[config.mk]
export PLATFORM = sky130hd
export DESIGN_NAME = punc_controller
export DESIGN_NICKNAME = d
export VERILOG_FILES = /design/src/rtl/punc_controller.sv
export SDC_FILE = /design/constraint.sdc
export NUM_CORES = 1
export LEC_CHECK = 0
export ABC_AREA = 1
export BUFFER_PORTS_ARGS = -buffer_cell sky130_fd_sc_hd__buf_4
export CAP_MARGIN = 10
export CORE_UTILIZATION = 34
export CTS_CLUSTER_DIAMETER = 150
export DETAILED_ROUTE_END_ITERATION = 16
export GPL_ROUTABILITY_DRIVEN = 0
export MAX_ROUTING_LAYER = met4
export PLACE_DENSITY = 0.88
export SLEW_MARGIN = 10
export SYNTH_ARGS = -nofsm -noshare
export SYNTH_HDL_FRONTEND = slang
export SYNTH_SLANG_ARGS = --single-unit
[constraint.sdc]
create_clock -name clk -period 1.4 [get_ports clk]
set_input_delay 0.28 -clock clk [delete_from_list [all_inputs] [get_ports clk]]
set_output_delay 0.28 -clock clk [all_outputs]
set_load 0.01 [all_outputs]
[src/rtl/punc_controller.sv]
// PUNC (LC-3 subset) control unit: six-state sequencer driving datapath strobes.
// Optional LDI/STI support when PUNC_INDIRECT_EN is defined; otherwise they halt.
//
// Ports:
//   clk, rst (sync, active-low), ir[15:0] current instruction, nzp_true branch cond.
//   PC:  pc_ld, pc_clr, pc_inc, pc_sel[1:0]
//   IR:  ir_ld, ir_clr
//   MEM: mem_rd, mem_wr, mem_r_addr_sel[1:0], mem_w_addr_sel[1:0], mem_r_prev_sel
//   RF:  rf_w_data_sel[1:0], rf_w_addr_sel, rf_w_wr, rf_r0_addr_sel, rf_r0_rd, rf_r1_rd
//   misc: prev_ld, nzp_ld, nzp_clr, alu_sel[1:0], alu_first_val_sel, halted
// Read strobes (mem_rd, rf_r0_rd, rf_r1_rd) are raised whenever that port's data is consumed.

`ifndef PUNC_DEFINES_V
`define PUNC_DEFINES_V
`define PC_SEL_PC_8_0       2'd0
`define PC_SEL_PC_10_0      2'd1
`define PC_SEL_RF_R1_DATA   2'd2
`define MEM_R_ADDR_PC       2'd0
`define MEM_R_ADDR_PC_8_0   2'd1
`define MEM_R_ADDR_R1_5_0   2'd2
`define MEM_W_ADDR_PC_8_0   2'd0
`define MEM_W_ADDR_R1_5_0   2'd1
`define MEM_W_ADDR_PREV     2'd2
`define RF_W_DATA_ALU       2'd0
`define RF_W_DATA_MEM_R     2'd1
`define RF_W_DATA_PC_8_0    2'd2
`define RF_W_DATA_PC        2'd3
`define RF_W_ADDR_11_9      1'b0
`define RF_W_ADDR_R7        1'b1
`define RF_R0_ADDR_2_0      1'b0
`define RF_R0_ADDR_11_9     1'b1
`define ALU_ADD             2'd0
`define ALU_AND             2'd1
`define ALU_NOT_B           2'd2
`define ALU_A_R0_DATA       1'b0
`define ALU_A_4_0           1'b1
`endif

module punc_controller (
    input  logic        clk,
    input  logic        rst,
    input  logic [15:0] ir,
    input  logic        nzp_true,
    output logic        pc_ld,
    output logic        pc_clr,
    output logic        pc_inc,
    output logic [1:0]  pc_sel,
    output logic        ir_ld,
    output logic        ir_clr,
    output logic        mem_rd,
    output logic        mem_wr,
    output logic [1:0]  mem_r_addr_sel,
    output logic [1:0]  mem_w_addr_sel,
    output logic        mem_r_prev_sel,
    output logic [1:0]  rf_w_data_sel,
    output logic        rf_w_addr_sel,
    output logic        rf_w_wr,
    output logic        rf_r0_addr_sel,
    output logic        rf_r0_rd,
    output logic        rf_r1_rd,
    output logic        prev_ld,
    output logic        nzp_ld,
    output logic        nzp_clr,
    output logic [1:0]  alu_sel,
    output logic        alu_first_val_sel,
    output logic        halted
);

    localparam logic [3:0] OP_BR   = 4'b0000;
    localparam logic [3:0] OP_ADD  = 4'b0001;
    localparam logic [3:0] OP_LD   = 4'b0010;
    localparam logic [3:0] OP_ST   = 4'b0011;
    localparam logic [3:0] OP_JSR  = 4'b0100;
    localparam logic [3:0] OP_AND  = 4'b0101;
    localparam logic [3:0] OP_LDR  = 4'b0110;
    localparam logic [3:0] OP_STR  = 4'b0111;
    localparam logic [3:0] OP_NOT  = 4'b1001;
    localparam logic [3:0] OP_LDI  = 4'b1010;
    localparam logic [3:0] OP_STI  = 4'b1011;
    localparam logic [3:0] OP_JMP  = 4'b1100;
    localparam logic [3:0] OP_LEA  = 4'b1110;
    localparam logic [3:0] OP_HALT = 4'b1111;

    typedef enum logic [2:0] {
        S_INIT, S_FETCH, S_DECODE, S_EXEC, S_EXEC2, S_HALT
    } state_t;

    state_t     state_q, state_d, cur;
    logic [3:0] op;
    logic       unused_ir;

    assign op        = ir[15:12];
    assign unused_ir = ^{ir[8:6], ir[4:0]};

    always_ff @(posedge clk) begin
        if (!rst) state_q <= S_INIT;
        else      state_q <= state_d;
    end

    always_comb begin
        // Holding rst low shows INIT outputs immediately, before the edge lands.
        cur               = rst ? state_q : S_INIT;
        state_d           = cur;
        pc_ld             = 1'b0;
        pc_clr            = 1'b0;
        pc_inc            = 1'b0;
        pc_sel            = 2'd0;
        ir_ld             = 1'b0;
        ir_clr            = 1'b0;
        mem_rd            = 1'b0;
        mem_wr            = 1'b0;
        mem_r_addr_sel    = 2'd0;
        mem_w_addr_sel    = 2'd0;
        mem_r_prev_sel    = 1'b0;
        rf_w_data_sel     = 2'd0;
        rf_w_addr_sel     = 1'b0;
        rf_w_wr           = 1'b0;
        rf_r0_addr_sel    = 1'b0;
        rf_r0_rd          = 1'b0;
        rf_r1_rd          = 1'b0;
        prev_ld           = 1'b0;
        nzp_ld            = 1'b0;
        nzp_clr           = 1'b0;
        alu_sel           = 2'd0;
        alu_first_val_sel = 1'b0;
        halted            = 1'b0;

        unique case (cur)
            S_INIT: begin
                pc_clr  = 1'b1;
                ir_clr  = 1'b1;
                nzp_clr = 1'b1;
                state_d = S_FETCH;
            end
            S_FETCH: begin
                mem_rd         = 1'b1;
                mem_r_addr_sel = `MEM_R_ADDR_PC;
                ir_ld          = 1'b1;
                state_d        = S_DECODE;
            end
            S_DECODE: begin
                pc_inc = 1'b1;
                if (op == OP_HALT)
                    state_d = S_HALT;
`ifndef PUNC_INDIRECT_EN
                else if (op == OP_LDI || op == OP_STI)
                    state_d = S_HALT;
`endif
                else
                    state_d = S_EXEC;
            end
            S_EXEC: begin
                state_d = S_FETCH;
                case (op)
                    OP_ADD, OP_AND: begin
                        alu_sel  = (op == OP_ADD) ? `ALU_ADD : `ALU_AND;
                        rf_r1_rd = 1'b1;
                        if (ir[5]) begin
                            alu_first_val_sel = `ALU_A_4_0;
                        end else begin
                            alu_first_val_sel = `ALU_A_R0_DATA;
                            rf_r0_addr_sel    = `RF_R0_ADDR_2_0;
                            rf_r0_rd          = 1'b1;
                        end
                        rf_w_data_sel = `RF_W_DATA_ALU;
                        rf_w_addr_sel = `RF_W_ADDR_11_9;
                        rf_w_wr       = 1'b1;
                        nzp_ld        = 1'b1;
                    end
                    OP_NOT: begin
                        alu_sel       = `ALU_NOT_B;
                        rf_r1_rd      = 1'b1;
                        rf_w_data_sel = `RF_W_DATA_ALU;
                        rf_w_addr_sel = `RF_W_ADDR_11_9;
                        rf_w_wr       = 1'b1;
                        nzp_ld        = 1'b1;
                    end
                    OP_LD, OP_LDR: begin
                        mem_rd = 1'b1;
                        if (op == OP_LD) begin
                            mem_r_addr_sel = `MEM_R_ADDR_PC_8_0;
                        end else begin
                            mem_r_addr_sel = `MEM_R_ADDR_R1_5_0;
                            rf_r1_rd       = 1'b1;
                        end
                        rf_w_data_sel = `RF_W_DATA_MEM_R;
                        rf_w_addr_sel = `RF_W_ADDR_11_9;
                        rf_w_wr       = 1'b1;
                        nzp_ld        = 1'b1;
                    end
                    OP_LEA: begin
                        rf_w_data_sel = `RF_W_DATA_PC_8_0;
                        rf_w_addr_sel = `RF_W_ADDR_11_9;
                        rf_w_wr       = 1'b1;
                        nzp_ld        = 1'b1;
                    end
                    OP_ST, OP_STR: begin
                        if (op == OP_ST) begin
                            mem_w_addr_sel = `MEM_W_ADDR_PC_8_0;
                        end else begin
                            mem_w_addr_sel = `MEM_W_ADDR_R1_5_0;
                            rf_r1_rd       = 1'b1;
                        end
                        rf_r0_addr_sel = `RF_R0_ADDR_11_9;
                        rf_r0_rd       = 1'b1;
                        mem_wr         = 1'b1;
                    end
                    OP_BR: begin
                        // An empty nzp field must never branch.
                        if (nzp_true && (ir[11:9] != 3'b000)) begin
                            pc_ld  = 1'b1;
                            pc_sel = `PC_SEL_PC_8_0;
                        end
                    end
                    OP_JMP: begin
                        pc_sel   = `PC_SEL_RF_R1_DATA;
                        pc_ld    = 1'b1;
                        rf_r1_rd = 1'b1;
                    end
                    OP_JSR: begin
                        // Link and jump share the edge, so JSRR R7 sees the old R7.
                        rf_w_addr_sel = `RF_W_ADDR_R7;
                        rf_w_data_sel = `RF_W_DATA_PC;
                        rf_w_wr       = 1'b1;
                        pc_ld         = 1'b1;
                        if (ir[11]) begin
                            pc_sel = `PC_SEL_PC_10_0;
                        end else begin
                            pc_sel   = `PC_SEL_RF_R1_DATA;
                            rf_r1_rd = 1'b1;
                        end
                    end
`ifdef PUNC_INDIRECT_EN
                    OP_LDI, OP_STI: begin
                        mem_rd         = 1'b1;
                        mem_r_addr_sel = `MEM_R_ADDR_PC_8_0;
                        prev_ld        = 1'b1;
                        state_d        = S_EXEC2;
                    end
`endif
                    default: ;
                endcase
            end
            S_EXEC2: begin
                state_d = S_FETCH;
`ifdef PUNC_INDIRECT_EN
                if (op == OP_LDI) begin
                    mem_rd         = 1'b1;
                    mem_r_prev_sel = 1'b1;
                    rf_w_data_sel  = `RF_W_DATA_MEM_R;
                    rf_w_addr_sel  = `RF_W_ADDR_11_9;
                    rf_w_wr        = 1'b1;
                    nzp_ld         = 1'b1;
                end else if (op == OP_STI) begin
                    mem_w_addr_sel = `MEM_W_ADDR_PREV;
                    rf_r0_addr_sel = `RF_R0_ADDR_11_9;
                    rf_r0_rd       = 1'b1;
                    mem_wr         = 1'b1;
                end
`endif
            end
            S_HALT: begin
                halted  = 1'b1;
                state_d = S_HALT;
            end
            default: state_d = S_INIT;
        endcase
    end

endmodule

# After elaboration in Yosys (flattened, before gate mapping)
# Index checks and enable logic that the tools add are counted.
# word_totals
regBits	3
inputBits	19
# classes
n_eq_ne	18
mux	46
reduce_logical	13
# op_table
operator	n
$mux W1	28
$eq A4 B4 Y1 const B	6
$eq A4 B3 Y1 const B	4
$mux W2	7
$pmux W3 S4	1
$mux W3	3
$eq A4 B2 Y1 const B	2
$pmux W2 S2	2
$reduce_or A2 Y1	4
$reduce_or A7 Y1	1
$eq A3 B2 Y1 const B	2
$eq A3 B3 Y1 const B	2
$pmux W1 S2	3
$pmux W2 S3	1
$reduce_or A6 Y1	1
$eq A4 B1 Y1 const B	1
$logic_not A4 Y1	1
$pmux W1 S4	1
$reduce_or A4 Y1	1
$eq A3 B1 Y1 const B	1
$logic_not A3 Y1	1
$reduce_bool A3 Y1	1
$reduce_or A3 Y1	1
$logic_and A1 B1 Y1	1
$logic_or A1 B1 Y1	1

# Longest topological paths before layout
# Gate-level depths: netlist (run 1).
# logic_depth
ltp_word	5
ltp_mapped	6

# Worst setup path before layout (run 1)
# OpenSTA, ideal clock, no wires.
# synth_path
path_type	register to output
start	reg state_q[0]
end	out rf_r0_addr_sel
arrival_time_ns	1.181
required_ns	1.120
slack_ns	-0.061
stages_incl_launch_ff	6
path_cell_list	dfxtp_1 -> inv_2 -> nor3_4 -> nand2_2 -> nor2_1 -> buf_4
# synth_between
elab_chain_cells	3
# synth_rtl
element	line_no	source
start, declared	88	state_t state_q, state_d, cur;
start signal, assigned	97	else state_q <= state_d;
$mux W3	102	cur = rst ? state_q : S_INIT;
$eq A3 B2 Y1	n/a	
$mux W1	128	unique case (cur)
end, declared	58	output logic rf_r0_addr_sel,
# Every way passes these cells.

# Worst setup path after layout (run 1)
# layout_path
start	reg state_q[1]
end	out rf_w_data_sel[1]
# layout_between
elab_chain_cells	3
# layout_rtl
element	line_no	source
$mux W3	102	
$eq A3 B2 Y1	128	
$mux W2	128	
end, declared	55	output logic [1:0] rf_w_data_sel,
# Every way passes these cells.

==> metrics.log, run 1 <==
[metrics] outcome: finished, violations left
[metrics] violations in the final reports: setup timing
[metrics] kind of path behind the tightest hold check: in -> reg
[metrics] area share of the leading cell type in the synthesized netlist: 15.83%
[metrics] required time of the worst setup path: approximately 1100 ps
[metrics] HPWL reported at the end of detailed placement: 1162 um
[metrics] Worst EP arrival: 1310 ps
[metrics] hold-fix buffers at CTS: 0
[metrics] length in cells of the worst reg-to-reg path: 4
[metrics] drt initial violations: 19
[metrics] flops & latches, synth: 3
[metrics] setup slack of the critical path after layout: -189.9 ps
[metrics] final core area utilization: 77.40%
[metrics] maximum clock path buffer count: 2
[metrics] clock sink total: 3
[metrics] Root Buffer: clkbuf_4
[metrics] Syn Area/Cell: 5.389 um^2
[metrics] grt total ovfl: 0
[metrics] worst hold path depth: 4
[metrics] Worst Skew: 2.851 ps
[metrics] fraction of the yosys area taken by sequential cells: between 10% and 20%
[metrics] number of library cell types mapped by synthesis: 19
[metrics] RSZ-0062 raised after global routing: true
[metrics] Port Buffer Count: 35
[metrics] fmax: 629.0 MHz
[metrics] most used routing layer in global routing: met2
[metrics] average via count per standard cell: about 5
[metrics] Synth async-reset ratio: 0%
[metrics] layout cells sized above 1: 60.90%
[metrics] overall die height: slightly below 40 um
[metrics] Worst Hold Slack: 422.8 ps
[metrics] element type at the critical path end: output port
[metrics] detailed-router iteration count before antenna repair: 4
[metrics] Cells after Synth: 88
[metrics] number of levels the H-tree was split into: 1
[metrics] total of warnings raised by yosys: 0
[metrics] area leader, netlist: nand2_1
[metrics] core outline area: 1301 um^2
[metrics] number of nets in the final layout: 153
[metrics] highest fanout seen on the critical path: 5
[metrics] Routed WL: ~2000 um
[metrics] horizontal die dimension: 39.35 um
[metrics] clock transition time at the flip-flop clock pins of the worst setup and hold paths: approximately 40 ps
[metrics] routed length per instance: ~13 um
[metrics] GR Layer Usage met1: 25.93%
[metrics] dominant register cell in the synthesized netlist: dfxtp_1
[metrics] Tot GR Track Use: 22.44%
[metrics] final number of hold-violating endpoints: 0
[metrics] number of flip-flops in the largest register: 3
[metrics] post-detailed-route DRC marker count: 0
[metrics] initial antenna violation count: 0
[metrics] crit path time final: 1590 ps
[metrics] maximum VDD drop: 0.3976 mV
[metrics] pre-CTS setup slack: -7.339 ps
[metrics] number of buffers created by CTS: 3
[metrics] most instantiated library cell after synthesis: nand2_1
[metrics] post-synthesis instance area: 474.2 um^2
[metrics] Fin Setup TNS: -2986 ps
[metrics] Post-synth EDFFs: 0
[metrics] Critical Setup Path Class: reg -> out
[metrics] first-pass GRT wire length: 2242 um
[metrics] setup-violating endpoint count in the final report: 22
[metrics] CTS tree: done
[metrics] maximum number of pins on one net before global-route repair: 7
[metrics] registers with the highest flip-flop counts: state_q (3)
[metrics] Slew Limit Fails: 0
[metrics] Most flops, register: state_q
[metrics] number of nets with antenna violations after detailed routing: 0
[metrics] leakage dissipation: approximately 0.56 nW
[metrics] antenna diode instance count: 0
[metrics] area added between synthesis and finish: 112.4%
[metrics] worst skew pair latency: 240 ps
[metrics] Global Route met3 Usage: 3.409%
[metrics] vias after detailed routing: 730
[metrics] period utilisation layout: 113.6%
[metrics] effective utilization at floorplan: between 30% and 40%
[metrics] top post-synthesis cells by area: nand2_1 (16%), inv_1 (13%), nor2_1 (13%)
[metrics] number of core rows: 13
[metrics] number of global-route vias before repair: 560
[metrics] PwrDens: 462.4 nW/um^2
[metrics] Total Die Area: 1548 um^2
[metrics] ranking of synthesized cells by instance count: nand2_1 (20), inv_1 (17), nor2_1 (17)
[metrics] critical path startpoint category: register
[metrics] met2 track demand over resource in global routing: between 30 and 40%
[metrics] max cap viols: 0
[metrics] I/O pin count: 47
logic make-up after synthesis:
| family | after synthesis | share of synthesized area [%] |
|---|---|---|
| other cells | 1 | 0.7908 |
| flops | 3 | 12.67 |
| buf+inv | 25 | 24.54 |
| compound gates | 7 | 10.82 |
| simple gates | 52 | 51.19 |
area by class of cell:
cell class                      count  area (um^2)
Tap cell                           15        18.77
Fill cell                          86        294.0
Clock buffer                        4        26.28
Timing Repair Buffer               45        390.4
Sequential cell                     3        66.31
Inverter                           19        81.33
Multi-Input combinational cell     62        424.2
per-stage QoR:
stage               area, um^2  instances  power [W]
floorplan                484.2         90  0.0001811
global placement         780.7        142  0.0002448
detailed placement       780.7        142  0.0002513
CTS                      889.6        147  0.0004286
global route              1007        148  0.0004924
finish                    1007        148  0.0004658
power breakdown:
group | switching, W | internal (W) | total (W)
clock network | 0.0000495 | 0.000107 | 0.000157
registers | 0.00000483 | 0.0000912 | 0.0000960
logic | 0.000120 | 0.0000936 | 0.000213
critical path, cell delays in order, from the launching register on:
cell     delay [ps]
dfxtp_2         340
nand2_2          90
nor3_4          170
buf_6           170
inv_8            50
o21ai_2         110
buf_4           140
layout by cell type (no fill, tap or decap), drive strengths merged:
| cell | Yosys | routed |
|---|---|---|
| a21oi | 2 | 2 |
| o21ai | 3 | 3 |
| clkbuf | 0 | 4 |
| nand3 | 6 | 6 |
| dfxtp | 3 | 3 |
| o31ai | 1 | 1 |
| nor3 | 3 | 3 |
| o211ai | 1 | 1 |
| buf | 6 | 45 |
| conb | 1 | 3 |
| inv | 19 | 19 |
| nor2 | 19 | 19 |
| nand2 | 24 | 24 |
timing repair:
action | in CTS | in global routing
cloned | 0 | 0
setup buffers | 1 | 1
gates resized for setup | 24 | 27
endpoints found under the setup margin | 23 | 25
pin swaps | 4 | 1
metal layers:
metal  up-vias  routed length [um]
met5         -                   0
met4         0                  44
met3         4                  92
met2        35                1059
met1       343                 771
li1        348                   -
final timing paths:
kind	startpoint	slack [ps]	end
max	state_q[1]	-190	rf_w_data_sel[1]
min	ir[12]	420	state_q[1]
max reg2reg	state_q[2]	410	state_q[2]
min reg2reg	state_q[2]	660	state_q[2]
No activity file was read; power rests on OpenSTA's default activity.
==> run 2: changes to the inputs <==
--- a/config.mk
+++ b/config.mk
@@ -6,14 +6,15 @@
 export NUM_CORES = 1
 export LEC_CHECK = 0
 export ABC_AREA = 1
+export ABC_CLOCK_PERIOD_IN_PS = 1350
 export BUFFER_PORTS_ARGS = -buffer_cell sky130_fd_sc_hd__buf_4
 export CAP_MARGIN = 10
-export CORE_UTILIZATION = 34
+export CORE_UTILIZATION = 31
 export CTS_CLUSTER_DIAMETER = 150
 export DETAILED_ROUTE_END_ITERATION = 16
 export GPL_ROUTABILITY_DRIVEN = 0
 export MAX_ROUTING_LAYER = met4
-export PLACE_DENSITY = 0.88
+export PLACE_DENSITY = 0.85
 export SLEW_MARGIN = 10
 export SYNTH_ARGS = -nofsm -noshare
 export SYNTH_HDL_FRONTEND = slang
==> constraint.sdc (replaced) <==
create_clock -name clk -period 1.35 [get_ports clk]
set_input_delay 0.27 -clock clk [delete_from_list [all_inputs] [get_ports clk]]
set_output_delay 0.27 -clock clk [all_outputs]
set_load 0.01 [all_outputs]
==> run 2 against run 1 <==
Against the previous run: the run still ends with setup timing left; combinational power fell by 4%; clock power hardly changed; critical path depth unchanged; register-to-register slack gained 30 ps; critical endpoint is now mem_r_addr_sel[1].
==> metrics.log, run 2 (synthesis gave the netlist of run 1 again) <==
[metrics] leakage dissipation: 0.5514 nW (-1.9%)
[metrics] period utilisation layout: 115.6%
[metrics] final number of hold-violating endpoints: 0 (unchanged)
[metrics] layout cells sized above 1: 60.15% (-0.75 points)
[metrics] overall die height: 41.11 um (+4.5%)
[metrics] hold-fix buffers at CTS: 0 (unchanged)
[metrics] cell chain of the critical path: inv_2 -> nor3_4 -> buf_6 -> nand2_2 -> nor2_1 -> buf_4
[metrics] Total Die Area: 1690 um^2 (+9.2%)
[metrics] Most flops, register: state_q
[metrics] I/O pin count: 47 (unchanged)
[metrics] element type at the critical path end: output port
[metrics] antenna diode instance count: 0 (unchanged)
[metrics] effective utilization at floorplan: 34.71% (-1.7 points)
[metrics] Worst Skew: 0.4508 ps (-2.400 ps)
[metrics] maximum clock path buffer count: 2 (unchanged)
[metrics] fill cell total of the finished layout: 106 (+23%)
[metrics] clock transition time at the flip-flop clock pins of the worst setup and hold paths: 40 ps (about the same)
[metrics] horizontal die dimension: 41.11 um (+4.5%)
[metrics] maximum number of pins on one net before global-route repair: 7 (unchanged)
[metrics] kind of path behind the tightest hold check: in -> reg
[metrics] registers with the highest flip-flop counts: state_q (3)
[metrics] violations in the final reports: setup timing
[metrics] number of global-route vias before repair: 554 (-1.1%)
[metrics] CTS tree: done
[metrics] Tot GR Track Use: 19.95% (-2.5 points)
[metrics] number of flip-flops in the largest register: 3 (unchanged)
[metrics] clock sink total: 3 (unchanged)
[metrics] detailed-router iteration count before antenna repair: 4 (unchanged)
[metrics] Post-CTS Setup Repair Bufs: 0 (-1)
[metrics] post-detailed-route DRC marker count: 0 (unchanged)
[metrics] top library cells by usage in the layout, fill and taps aside: buf_4 (33), nand2_1 (18), inv_1 (14)
[metrics] initial antenna violation count: 0 (unchanged)
[metrics] vias after detailed routing: 676 (-7.4%)
[metrics] first-pass GRT wire length: 2111 um (-5.8%)
[metrics] Port Buffer Count: 35 (unchanged)
[metrics] CP max-delay cell: dfxtp_2
[metrics] RSZ-0062 raised after global routing: true
[metrics] fmax: 640.7 MHz
[metrics] HPWL reported at the end of detailed placement: 1115 um (-4.0%)
[metrics] standard cell area after detailed placement: 802.0 um^2 (+2.7%)
[metrics] critical path startpoint category: register
[metrics] worst hold path depth: 4 (unchanged)
[metrics] Fin Setup TNS: -3547 ps (-561.1 ps)
[metrics] Worst Hold Slack: 399.0 ps (-23.86 ps)
[metrics] number of nets with antenna violations after detailed routing: 0 (unchanged)
[metrics] Worst EP arrival: 1290 ps (-20 ps)
[metrics] length in cells of the worst reg-to-reg path: 6 (+2)
[metrics] Root Buffer: clkbuf_4
[metrics] number of nets in the final layout: 153 (unchanged)
[metrics] Critical Setup Path Class: reg -> out
[metrics] number of core rows: 13 (unchanged)
[metrics] crit path time final: 1561 ps
[metrics] routed length per instance: 10.76 um (-19%)
[metrics] number of levels the H-tree was split into: 1 (unchanged)
[metrics] core outline area: 1366 um^2 (+5.0%)
[metrics] setup-violating endpoint count in the final report: 24 (+9.1%)
[metrics] Slew Limit Fails: 0 (unchanged)
[metrics] worst skew pair latency: 230 ps (about the same)
[metrics] maximum VDD drop: 0.4833 mV (+22%)
[metrics] design area: 983.4 um^2 (-2.4%)
[metrics] required time of the worst setup path: 1080 ps (-40 ps)
[metrics] number of buffers created by CTS: 3 (unchanged)
[metrics] Inst Count DP: 144 (+1.4%)
[metrics] most frequent standard cell in the layout excluding fill and tap cells: buf_4
[metrics] area added between synthesis and finish: 107.4%
[metrics] final standard cell count with taps included and fillers excluded: 148 (unchanged)
[metrics] average via count per standard cell: 4.568 (-7.4%)
[metrics] drt initial violations: 11 (-8)
[metrics] outcome: finished, violations left
[metrics] PwrDens: 465.5 nW/um^2 (+0.67%)
[metrics] max cap viols: 0 (unchanged)
[metrics] setup slack of the critical path after layout: -210.9 ps (-20.98 ps)
[metrics] grt total ovfl: 0 (unchanged)
[metrics] pre-CTS setup slack: -50.97 ps (-43.63 ps)
[metrics] Slowest Stage Delay on Critical Path: 330 ps (about the same)
[metrics] highest fanout seen on the critical path: 6 (+1)
[metrics] Routed WL: 1592 um (-19%)
==> run 2: cell counts in the layout (fill, tap and decap cells not counted) <==
No cell type changed its count.
==> run 2: worst max-delay path: cells and delay by family (launching register included) <==
family,cells,cell delay [ps]
buf+inv,3,310
simple gates,3,410
flops,1,330
==> run 2: routing by layer <==
layer  global-route usage, %  up-vias  share of wire [%]
met5                       -        -                  0
met4                   10.48        0                1.3
met3                   6.522        2                6.1
met2                   38.67       26                 54
met1                   16.29      301                 38
li1                        -      347                  -
==> run 2: power by group <==
| group | internal, W | switching [W] |
|---|---|---|
| sequential | 0.0000947 | 0.00000504 |
| combinational | 0.0000936 | 0.000111 |
| clock | 0.000111 | 0.0000434 |
==> run 2: stage by stage <==
step	util, %	power, W
after detailed placement	58.70	0.0002651
after CTS	66.76	0.0004454
after global routing	71.98	0.0004928
after global placement	58.70	0.0002599
after floorplan	-	0.0001895
final	71.98	0.0004578
==> run 2: path summary, 6_finish.rpt <==
path / start / to / slack (ps)
setup / recovery: state_q[0] / mem_r_addr_sel[1] / -210
hold reg to reg: state_q[0] / state_q[2] / 610
setup reg to reg: state_q[1] / state_q[1] / 440
hold / removal: ir[12] / state_q[1] / 400
==> run 2: area by class of cell <==
cell class                 instances  area [um^2]  share of cell area [%]
sequential                         3        66.31                   6.743
clock buffer                       4        26.28                   2.672
tap                               15        18.77                   1.908
timing repair buffer              45        382.9                   38.93
multi-input combinational         62        407.9                   41.48
inverter                          19        81.33                   8.270
==> run 2: repair_timing <==
action | in CTS | in global routing
gates resized for setup | 25 | 18
pin swaps | 7 | 1
setup endpoints to repair | 24 | 25
